`src/rtl/vga_pkg.sv`:
```
// Shared constants and types for the 800x600@72 Hz test-pattern pipeline:
// timing numbers, colour width, pattern modes, bar colours and the per-axis bounce step.
package vga_pkg;

  localparam int H_DISPLAY = 800;
  localparam int H_FRONT   = 56;
  localparam int H_SYNC    = 120;
  localparam int H_BACK    = 64;
  localparam int H_TOTAL   = H_DISPLAY + H_FRONT + H_SYNC + H_BACK;
  localparam int V_DISPLAY = 600;
  localparam int V_FRONT   = 37;
  localparam int V_SYNC    = 6;
  localparam int V_BACK    = 23;
  localparam int V_TOTAL   = V_DISPLAY + V_FRONT + V_SYNC + V_BACK;

  localparam int COLOR_BITS = 4;

  typedef enum logic [1:0] {
    MODE_BARS     = 2'd0,
    MODE_CHECKER  = 2'd1,
    MODE_GRADIENT = 2'd2,
    MODE_BOX      = 2'd3
  } mode_e;

  // Bar colours as {R,G,B} on/off flags, left to right.
  localparam logic [2:0] BAR_WHITE   = 3'b111;
  localparam logic [2:0] BAR_YELLOW  = 3'b110;
  localparam logic [2:0] BAR_CYAN    = 3'b011;
  localparam logic [2:0] BAR_GREEN   = 3'b010;
  localparam logic [2:0] BAR_MAGENTA = 3'b101;
  localparam logic [2:0] BAR_RED     = 3'b100;
  localparam logic [2:0] BAR_BLUE    = 3'b001;
  localparam logic [2:0] BAR_BLACK   = 3'b000;

  typedef struct packed {
    logic [15:0] pos;
    logic        dir_pos;
  } axis_t;

  function automatic logic [2:0] bar_color(input logic [2:0] idx);
    case (idx)
      3'd0:    return BAR_WHITE;
      3'd1:    return BAR_YELLOW;
      3'd2:    return BAR_CYAN;
      3'd3:    return BAR_GREEN;
      3'd4:    return BAR_MAGENTA;
      3'd5:    return BAR_RED;
      3'd6:    return BAR_BLUE;
      default: return BAR_BLACK;
    endcase
  endfunction

  // One frame of motion on one axis; reverses before the far edge would pass the limit.
  function automatic axis_t bounce_step(input logic [15:0] pos, input logic dir_pos,
                                        input logic [15:0] limit, input logic [15:0] size,
                                        input logic [15:0] step);
    axis_t       r;
    logic [16:0] far_edge;
    far_edge  = {1'b0, pos} + {1'b0, size} + {1'b0, step};
    r.dir_pos = dir_pos;
    if (dir_pos) begin
      if (far_edge > {1'b0, limit}) begin
        r.dir_pos = 1'b0;
        r.pos     = pos - step;
      end else begin
        r.pos = pos + step;
      end
    end else begin
      if (pos < step) begin
        r.dir_pos = 1'b1;
        r.pos     = pos + step;
      end else begin
        r.pos = pos - step;
      end
    end
    return r;
  endfunction

endpackage

```
`src/rtl/vga_box_animator.sv`:
```
// Bouncing-box position: X/Y coordinates and directions, advanced once per frame tick.
module vga_box_animator
  import vga_pkg::*;
#(
  parameter int DISPLAY_WIDTH  = H_DISPLAY,
  parameter int DISPLAY_HEIGHT = V_DISPLAY,
  parameter int BOX_SIZE       = 64,
  parameter int BOX_STEP       = 4
) (
  input  logic        clk_i,
  input  logic        rst_i,
  input  logic        tick_i,
  output logic [15:0] box_x_o,
  output logic [15:0] box_y_o
);

  axis_t x_q, x_d, y_q, y_d;

  always_ff @(posedge clk_i or posedge rst_i) begin
    if (rst_i) begin
      x_q <= '{pos: 16'd0, dir_pos: 1'b1};
      y_q <= '{pos: 16'd0, dir_pos: 1'b1};
    end else begin
      x_q <= x_d;
      y_q <= y_d;
    end
  end

  always_comb begin
    x_d = x_q;
    y_d = y_q;
    if (tick_i) begin
      x_d = bounce_step(x_q.pos, x_q.dir_pos, 16'(DISPLAY_WIDTH), 16'(BOX_SIZE), 16'(BOX_STEP));
      y_d = bounce_step(y_q.pos, y_q.dir_pos, 16'(DISPLAY_HEIGHT), 16'(BOX_SIZE), 16'(BOX_STEP));
    end
  end

  assign box_x_o = x_q.pos;
  assign box_y_o = y_q.pos;

endmodule

```
`src/rtl/vga_test_pattern_gen.sv`:
```
// Two-stage pixel colour pipeline (pattern, then blanking) with syncs delayed to match.
// Optional build macro VGA_TEST_PATTERN_BORDER_EN forces a white one-pixel frame border.
module vga_test_pattern_gen
  import vga_pkg::*;
#(
  parameter int DISPLAY_WIDTH    = H_DISPLAY,
  parameter int DISPLAY_HEIGHT   = V_DISPLAY,
  parameter int COLOR_W          = COLOR_BITS,
  parameter int CELL_LOG2        = 5,
  parameter int BOX_SIZE         = 64,
  parameter int BOX_STEP         = 4,
  parameter bit SYNC_ACTIVE_HIGH = 1'b1
) (
  input  logic               clkIn,
  input  logic               rstIn,
  input  logic [15:0]        hPosIn,
  input  logic [15:0]        vPosIn,
  input  logic               isDisplayOnIn,
  input  logic               isHSyncIn,
  input  logic               isVSyncIn,
  input  logic [1:0]         modeIn,
  output logic [COLOR_W-1:0] rOut,
  output logic [COLOR_W-1:0] gOut,
  output logic [COLOR_W-1:0] bOut,
  output logic               hSyncOut,
  output logic               vSyncOut,
  output logic               frameTickOut
);

  localparam int BAR_W = DISPLAY_WIDTH / 8;

  logic [COLOR_W-1:0] r1_q, g1_q, b1_q, r1_d, g1_d, b1_d;
  logic [COLOR_W-1:0] r2_q, g2_q, b2_q, r2_d, g2_d, b2_d;
  logic               de1_q, hs1_q, vs1_q, hs2_q, vs2_q;
  logic               vs_prev_q, tick_q, tick_d;
  logic [7:0]         frame_cnt_q, frame_cnt_d;
  mode_e              mode_q, mode_d;
  logic [15:0]        box_x, box_y;
  logic [2:0]         bar_idx, bar_rgb;
  logic               checker_on, in_box;

  vga_box_animator #(
    .DISPLAY_WIDTH (DISPLAY_WIDTH),
    .DISPLAY_HEIGHT(DISPLAY_HEIGHT),
    .BOX_SIZE      (BOX_SIZE),
    .BOX_STEP      (BOX_STEP)
  ) u_box (
    .clk_i  (clkIn),
    .rst_i  (rstIn),
    .tick_i (tick_q),
    .box_x_o(box_x),
    .box_y_o(box_y)
  );

  // Frame-rate state only moves on the tick, so the pattern never changes mid-frame.
  always_comb begin
    tick_d      = isVSyncIn & ~vs_prev_q;
    frame_cnt_d = tick_q ? frame_cnt_q + 8'd1 : frame_cnt_q;
    mode_d      = tick_q ? mode_e'(modeIn) : mode_q;
  end

  // Comparator chain: the smallest matching boundary is written last and wins.
  always_comb begin
    bar_idx = 3'd7;
    for (int i = 7; i >= 1; i--) begin
      if (hPosIn < 16'(i * BAR_W)) bar_idx = 3'(i - 1);
    end
  end

  assign bar_rgb    = bar_color(bar_idx);
  assign checker_on = hPosIn[CELL_LOG2] ^ vPosIn[CELL_LOG2] ^ frame_cnt_q[6];
  assign in_box     = (hPosIn >= box_x) && ({1'b0, hPosIn} < ({1'b0, box_x} + 17'(BOX_SIZE))) &&
                      (vPosIn >= box_y) && ({1'b0, vPosIn} < ({1'b0, box_y} + 17'(BOX_SIZE)));

  always_comb begin
    r1_d = '0;
    g1_d = '0;
    b1_d = '0;
    case (mode_q)
      MODE_BARS: begin
        r1_d = {COLOR_W{bar_rgb[2]}};
        g1_d = {COLOR_W{bar_rgb[1]}};
        b1_d = {COLOR_W{bar_rgb[0]}};
      end
      MODE_CHECKER: begin
        r1_d = {COLOR_W{checker_on}};
        g1_d = {COLOR_W{checker_on}};
        b1_d = {COLOR_W{checker_on}};
      end
      MODE_GRADIENT: begin
        r1_d = hPosIn[9 -: COLOR_W];
        g1_d = vPosIn[9 -: COLOR_W];
        b1_d = frame_cnt_q[7 -: COLOR_W];
      end
      MODE_BOX: begin
        r1_d = {COLOR_W{in_box}};
        g1_d = {COLOR_W{in_box}};
        b1_d = in_box ? {COLOR_W{1'b1}} : COLOR_W'(1);
      end
      default: ;
    endcase
`ifdef VGA_TEST_PATTERN_BORDER_EN
    if (hPosIn == 16'd0 || hPosIn == 16'(DISPLAY_WIDTH - 1) ||
        vPosIn == 16'd0 || vPosIn == 16'(DISPLAY_HEIGHT - 1)) begin
      r1_d = '1;
      g1_d = '1;
      b1_d = '1;
    end
`endif
  end

  always_comb begin
    r2_d = de1_q ? r1_q : '0;
    g2_d = de1_q ? g1_q : '0;
    b2_d = de1_q ? b1_q : '0;
  end

  always_ff @(posedge clkIn or posedge rstIn) begin
    if (rstIn) begin
      r1_q        <= '0;
      g1_q        <= '0;
      b1_q        <= '0;
      de1_q       <= 1'b0;
      hs1_q       <= 1'b0;
      vs1_q       <= 1'b0;
      r2_q        <= '0;
      g2_q        <= '0;
      b2_q        <= '0;
      hs2_q       <= 1'b0;
      vs2_q       <= 1'b0;
      vs_prev_q   <= 1'b0;
      tick_q      <= 1'b0;
      frame_cnt_q <= 8'd0;
      mode_q      <= MODE_BARS;
    end else begin
      r1_q        <= r1_d;
      g1_q        <= g1_d;
      b1_q        <= b1_d;
      de1_q       <= isDisplayOnIn;
      hs1_q       <= isHSyncIn;
      vs1_q       <= isVSyncIn;
      r2_q        <= r2_d;
      g2_q        <= g2_d;
      b2_q        <= b2_d;
      hs2_q       <= hs1_q;
      vs2_q       <= vs1_q;
      vs_prev_q   <= isVSyncIn;
      tick_q      <= tick_d;
      frame_cnt_q <= frame_cnt_d;
      mode_q      <= mode_d;
    end
  end

  assign rOut         = r2_q;
  assign gOut         = g2_q;
  assign bOut         = b2_q;
  assign hSyncOut     = SYNC_ACTIVE_HIGH ? hs2_q : ~hs2_q;
  assign vSyncOut     = SYNC_ACTIVE_HIGH ? vs2_q : ~vs2_q;
  assign frameTickOut = tick_q;

endmodule
```
`config.mk`:
```
export PLATFORM = sky130hd
export DESIGN_NAME = vga_test_pattern_gen
export DESIGN_NICKNAME = d
export VERILOG_FILES = /design/src/rtl/vga_pkg.sv /design/src/rtl/vga_box_animator.sv /design/src/rtl/vga_test_pattern_gen.sv
export SDC_FILE = /design/constraint.sdc
export NUM_CORES = 1
export LEC_CHECK = 0
export CAP_MARGIN = 10
export CELL_PAD_IN_SITES_DETAIL_PLACEMENT = 1
export CELL_PAD_IN_SITES_GLOBAL_PLACEMENT = 1
export CORE_MARGIN = 4
export CORE_UTILIZATION = 45
export DETAILED_ROUTE_END_ITERATION = 7
export HOLD_SLACK_MARGIN = 0.15
export PLACE_DENSITY = 0.92
export SLEW_MARGIN = 20
export SYNTH_ARGS = -nofsm -noshare
export SYNTH_HDL_FRONTEND = slang
export SYNTH_HIERARCHICAL = 1
export SYNTH_SLANG_ARGS = --single-unit
export TNS_END_PERCENT = 100
```
`constraint.sdc`:
```
create_clock -name clkIn -period 3.7 [get_ports clkIn]
set_input_delay 0.37 -clock clkIn [delete_from_list [all_inputs] [get_ports clkIn]]
set_output_delay 0.37 -clock clkIn [all_outputs]
set_load 0.02 [all_outputs]
```
==> metrics.csv, run 1 <==
stage,metric,value,unit
global_routing,grtUsageTotal,26.1,%
final_layout,layout_commonest_cell,dfrtp_1,
power,ir_worst_vdd,280,µV
setup_path,critical_path_peak_fanout,16,
power,switching_share,46.8,%
drt,wl,19.1,mm
floorplan,dieArea,15000,µm²
floorplan,die_x,122,µm
global_routing,grt_pass1_vias,5902,
drt,drtPass1Iterations,5,
placed_design,place.gp.congestion,0.945,
setup_path,cp_data_arrival_time,3.76,ns
clock_tree,cts-root-buf,clkbuf_16,
power,p_leak,2.91,nW
clock_tree,cts_buffer_depth,2,
drt,first_iter_violations,598,
placed_design,place_area,6350,µm²
timing,period_share,94.6,%
clock_tree,cts_buffers,9,
global_routing,antenna_found_initial,0,
drt,wl_per_cell,21.8,µm
final_layout,fin_util,52.1,%
clock_tree,postCtsSetupRepairBufs,0,
setup_path,cp-end-kind,flop,
final_layout,nets,799,
yosys,ys.flop_type,dfrtp_1,
clock_tree,hold_buffers,0,
setup_path,critPathKind,reg2reg,
yosys,yosys.area.top_type,dfrtp_1,
clock_tree,htreeDepth,3,
global_routing,grt_max_degree,31,
drt,antenna_left,0,
timing,timing.fmax,0.286,GHz
timing,finalClockSkew,0.0127,ns
yosys,yosysUniqueCellTypes,73,
timing,rsz0062_at_grt,no,
yosys,synth_edf_count,0,
final_layout,drive_gt1_share,7.39,%
yosys,ys_seq_area_share,29.7,%
hold_path,hp-class,reg2reg,
yosys,syn_inst,684,
final_layout,diodes,0,
setup_path,cp.required,3.96,ns
timing,slew_viol_final,0,
placed_design,dp_hpwl,13.4,mm
job,drv_cap,0,
timing,min_period,3.50,ns
outcome,status,finished clean,
power,p_per_area,644,nW/µm²
drt,drc,0,
final_layout,final_cell_mix,"68 x dfrtp_1, 61 x ha_1, 53 x clkdlybuf4s50_1",
floorplan,die_h,122,µm
clock_tree,cts_tree,built,
floorplan,core_area,12700,µm²
timing,finalHoldViolCount,0,
power,p_seq_share,33.4,%
hold_path,whs_path_depth,0,
timing,setup_tns,0,ns
clock_tree,insertion_delay,0.35,ns
drt,vias,5478,
global_routing,grt_first_pass_wirelength,30.7,mm
placed_design,port_buffers,53,
power,clkPwrFrac,19.6,%
final_layout,synthToLayoutAreaGrowth,12.4,%
timing,relSlewSlack,38.2,%
yosys,synth_top_cell_area_share,28.9,%
floorplan,initial_core_util,46.4,%
drt,via_per_inst,6.25,
global_routing,grt.overflow.total,0,
clock_tree,clk_pin_slew_worst_paths,0.06,ns
power,p_switching,2.00,mW
setup_path,startpoint_type,flop,
floorplan,row_count,41,
power,p_comb_share,46.9,%
yosys,async_flop_share,100,%
yosys,syn_area,5900,µm²
yosys,synthTopCellsByArea,"dfrtp_1 29%, ha_1 13%, xnor2_1 4.9%",
setup_path,reg2reg_depth,10,
yosys,synth-seq-cells,70,
floorplan,io_pins,54,
clock_tree,cts_resized,0,
clock_tree,cts.sinks,70,
timing,tightestPinTransition,0.927,ns
yosys,yosys_warnings,6,
timing,setup_viol,0,
final_layout,layout.cell_area.non_filler,6630,µm²
power,p_int,2.28,mW
power,fin_total_pwr,4.27,mW
yosys,synth_area_per_cell,8.62,µm²
==> state kept, by name, indices dropped and copies added, names as in the netlist, 2 cells and up <==
signal / count
g1_q: 4
gOut: 4
r1_q: 4
u_box/box_y_o: 14
rOut: 4
mode_q: 2
bOut: 4
frame_cnt_q: 8
b1_q: 4
u_box/box_x_o: 14
==> cells by family (layout without fill, tap and decap cells) <==
| family | after synthesis | count (layout) | share of synthesized area (%) |
|---|---|---|---|
| AOI/OAI and AO/OA | 142 | 142 | 16.8 |
| xor gates and xnor gates | 47 | 47 | 6.98 |
| adders and majority gates | 61 | 61 | 12.9 |
| buffers and inverters | 113 | 130 | 9.63 |
| DFF | 70 | 70 | 29.7 |
| muxes | 14 | 14 | 2.46 |
| other | 1 | 4 | 0.0636 |
| and+or+nand+nor | 236 | 236 | 21.4 |
==> through the flow <==
stage	setup WS, ns	hold slack (ns)	instances
CTS	0.241	0.366	876
detailed placement	0.360	0.352	860
floorplan	1.05	0.331	687
finish	0.199	0.359	876
global placement	0.682	0.338	860
global route	0.0417	0.375	876
==> routing by layer <==
layer | up-vias | routed length [µm] | global-route usage [%] | part of all wire [%]
met5 | - | 0 | 0 | 0
li1 | 2443 | - | - | -
met2 | 203 | 9870 | 46.9 | 52
met1 | 2764 | 7660 | 30.6 | 40
met4 | 0 | 765 | 12.6 | 4.0
met3 | 68 | 772 | 3.73 | 4.0
==> synth_stat cells, types with 4 or more instances <==
cell and number:
nand3_1 31, clkbuf_1 17, o21ai_0 25, nor2b_1 7
dfrtp_1 68, nor3_1 21, o211ai_1 4, nor2_1 37
xnor2_1 33, a21o_1 11, and3_1 11, mux2i_1 10
inv_2 5, nand2b_1 4, buf_2 7, ha_1 61
a2111oi_0 6, o2111ai_1 4, xor2_1 14, mux2_2 4
inv_1 47, buf_4 34, nand2_1 48, nand4_1 14
a211oi_1 8, and2_1 22, a21oi_1 31, a22o_1 6
nor4_1 10, a31oi_1 4, or3_1 8
==> power groups by stage <==
stage / Combinational (mW) / Clock [mW] / Sequential (mW)
after detailed placement: 1.88 / 0 / 1.42
after CTS: 1.96 / 0.840 / 1.42
after floorplan: 1.65 / 0 / 1.17
after global routing: 2.18 / 0.879 / 1.47
after global placement: 1.71 / 0 / 1.37
final: 2.01 / 0.838 / 1.43
==> area by class of cell <==
type                    count  area (µm²)
well taps                 172         215
clock buffers               9         225
repair buffers             62         598
flip-flops and latches     70        1750
inverters                  52         195
clock inverters             7        56.3
multi-input cells         504        3590
fillers                  1522        6090
==> path summary, 6_finish.rpt <==
kind | from | to | slack [ns]
max | u_box/box_x_o[7]$_DFFE_PP0P_ | r1_q[0]$_DFF_PP0_ | 0.20
max in group asynchronous | rstIn | r1_q[0]$_DFF_PP0_ | 2.61
min | hs1_q$_DFF_PP0_ | hSyncOut$_DFF_PP0_ | 0.36
min reg2reg | hs1_q$_DFF_PP0_ | hSyncOut$_DFF_PP0_ | 0.36
min in group asynchronous | rstIn | b1_q[2]$_DFF_PP0_ | 0.49
max reg2reg | u_box/box_x_o[7]$_DFFE_PP0P_ | r1_q[0]$_DFF_PP0_ | 0.20
==> critical path: stages (launching register included) <==
cell,delay [ns]
dfrtp_1,0.68
ha_1,0.33
nand3_1,0.12
xnor2_1,0.21
ha_1,0.30
a21o_1,0.19
a21o_1,0.18
a2111oi_0,0.65
a311o_1,0.23
nand4_2,0.32
nand3_1,0.21
Power figures use the tool's default switching activity.
==> inputs of run 2 (changes only) <==
--- a/config.mk
+++ b/config.mk
@@ -5,6 +5,7 @@
 export SDC_FILE = /design/constraint.sdc
 export NUM_CORES = 1
 export LEC_CHECK = 0
+export ABC_CLOCK_PERIOD_IN_PS = 3700
 export CAP_MARGIN = 10
 export CELL_PAD_IN_SITES_DETAIL_PLACEMENT = 1
 export CELL_PAD_IN_SITES_GLOBAL_PLACEMENT = 1
==> results of run 2 <==
Same layout as run 1: the final DEF is identical, and so are final timing and power.
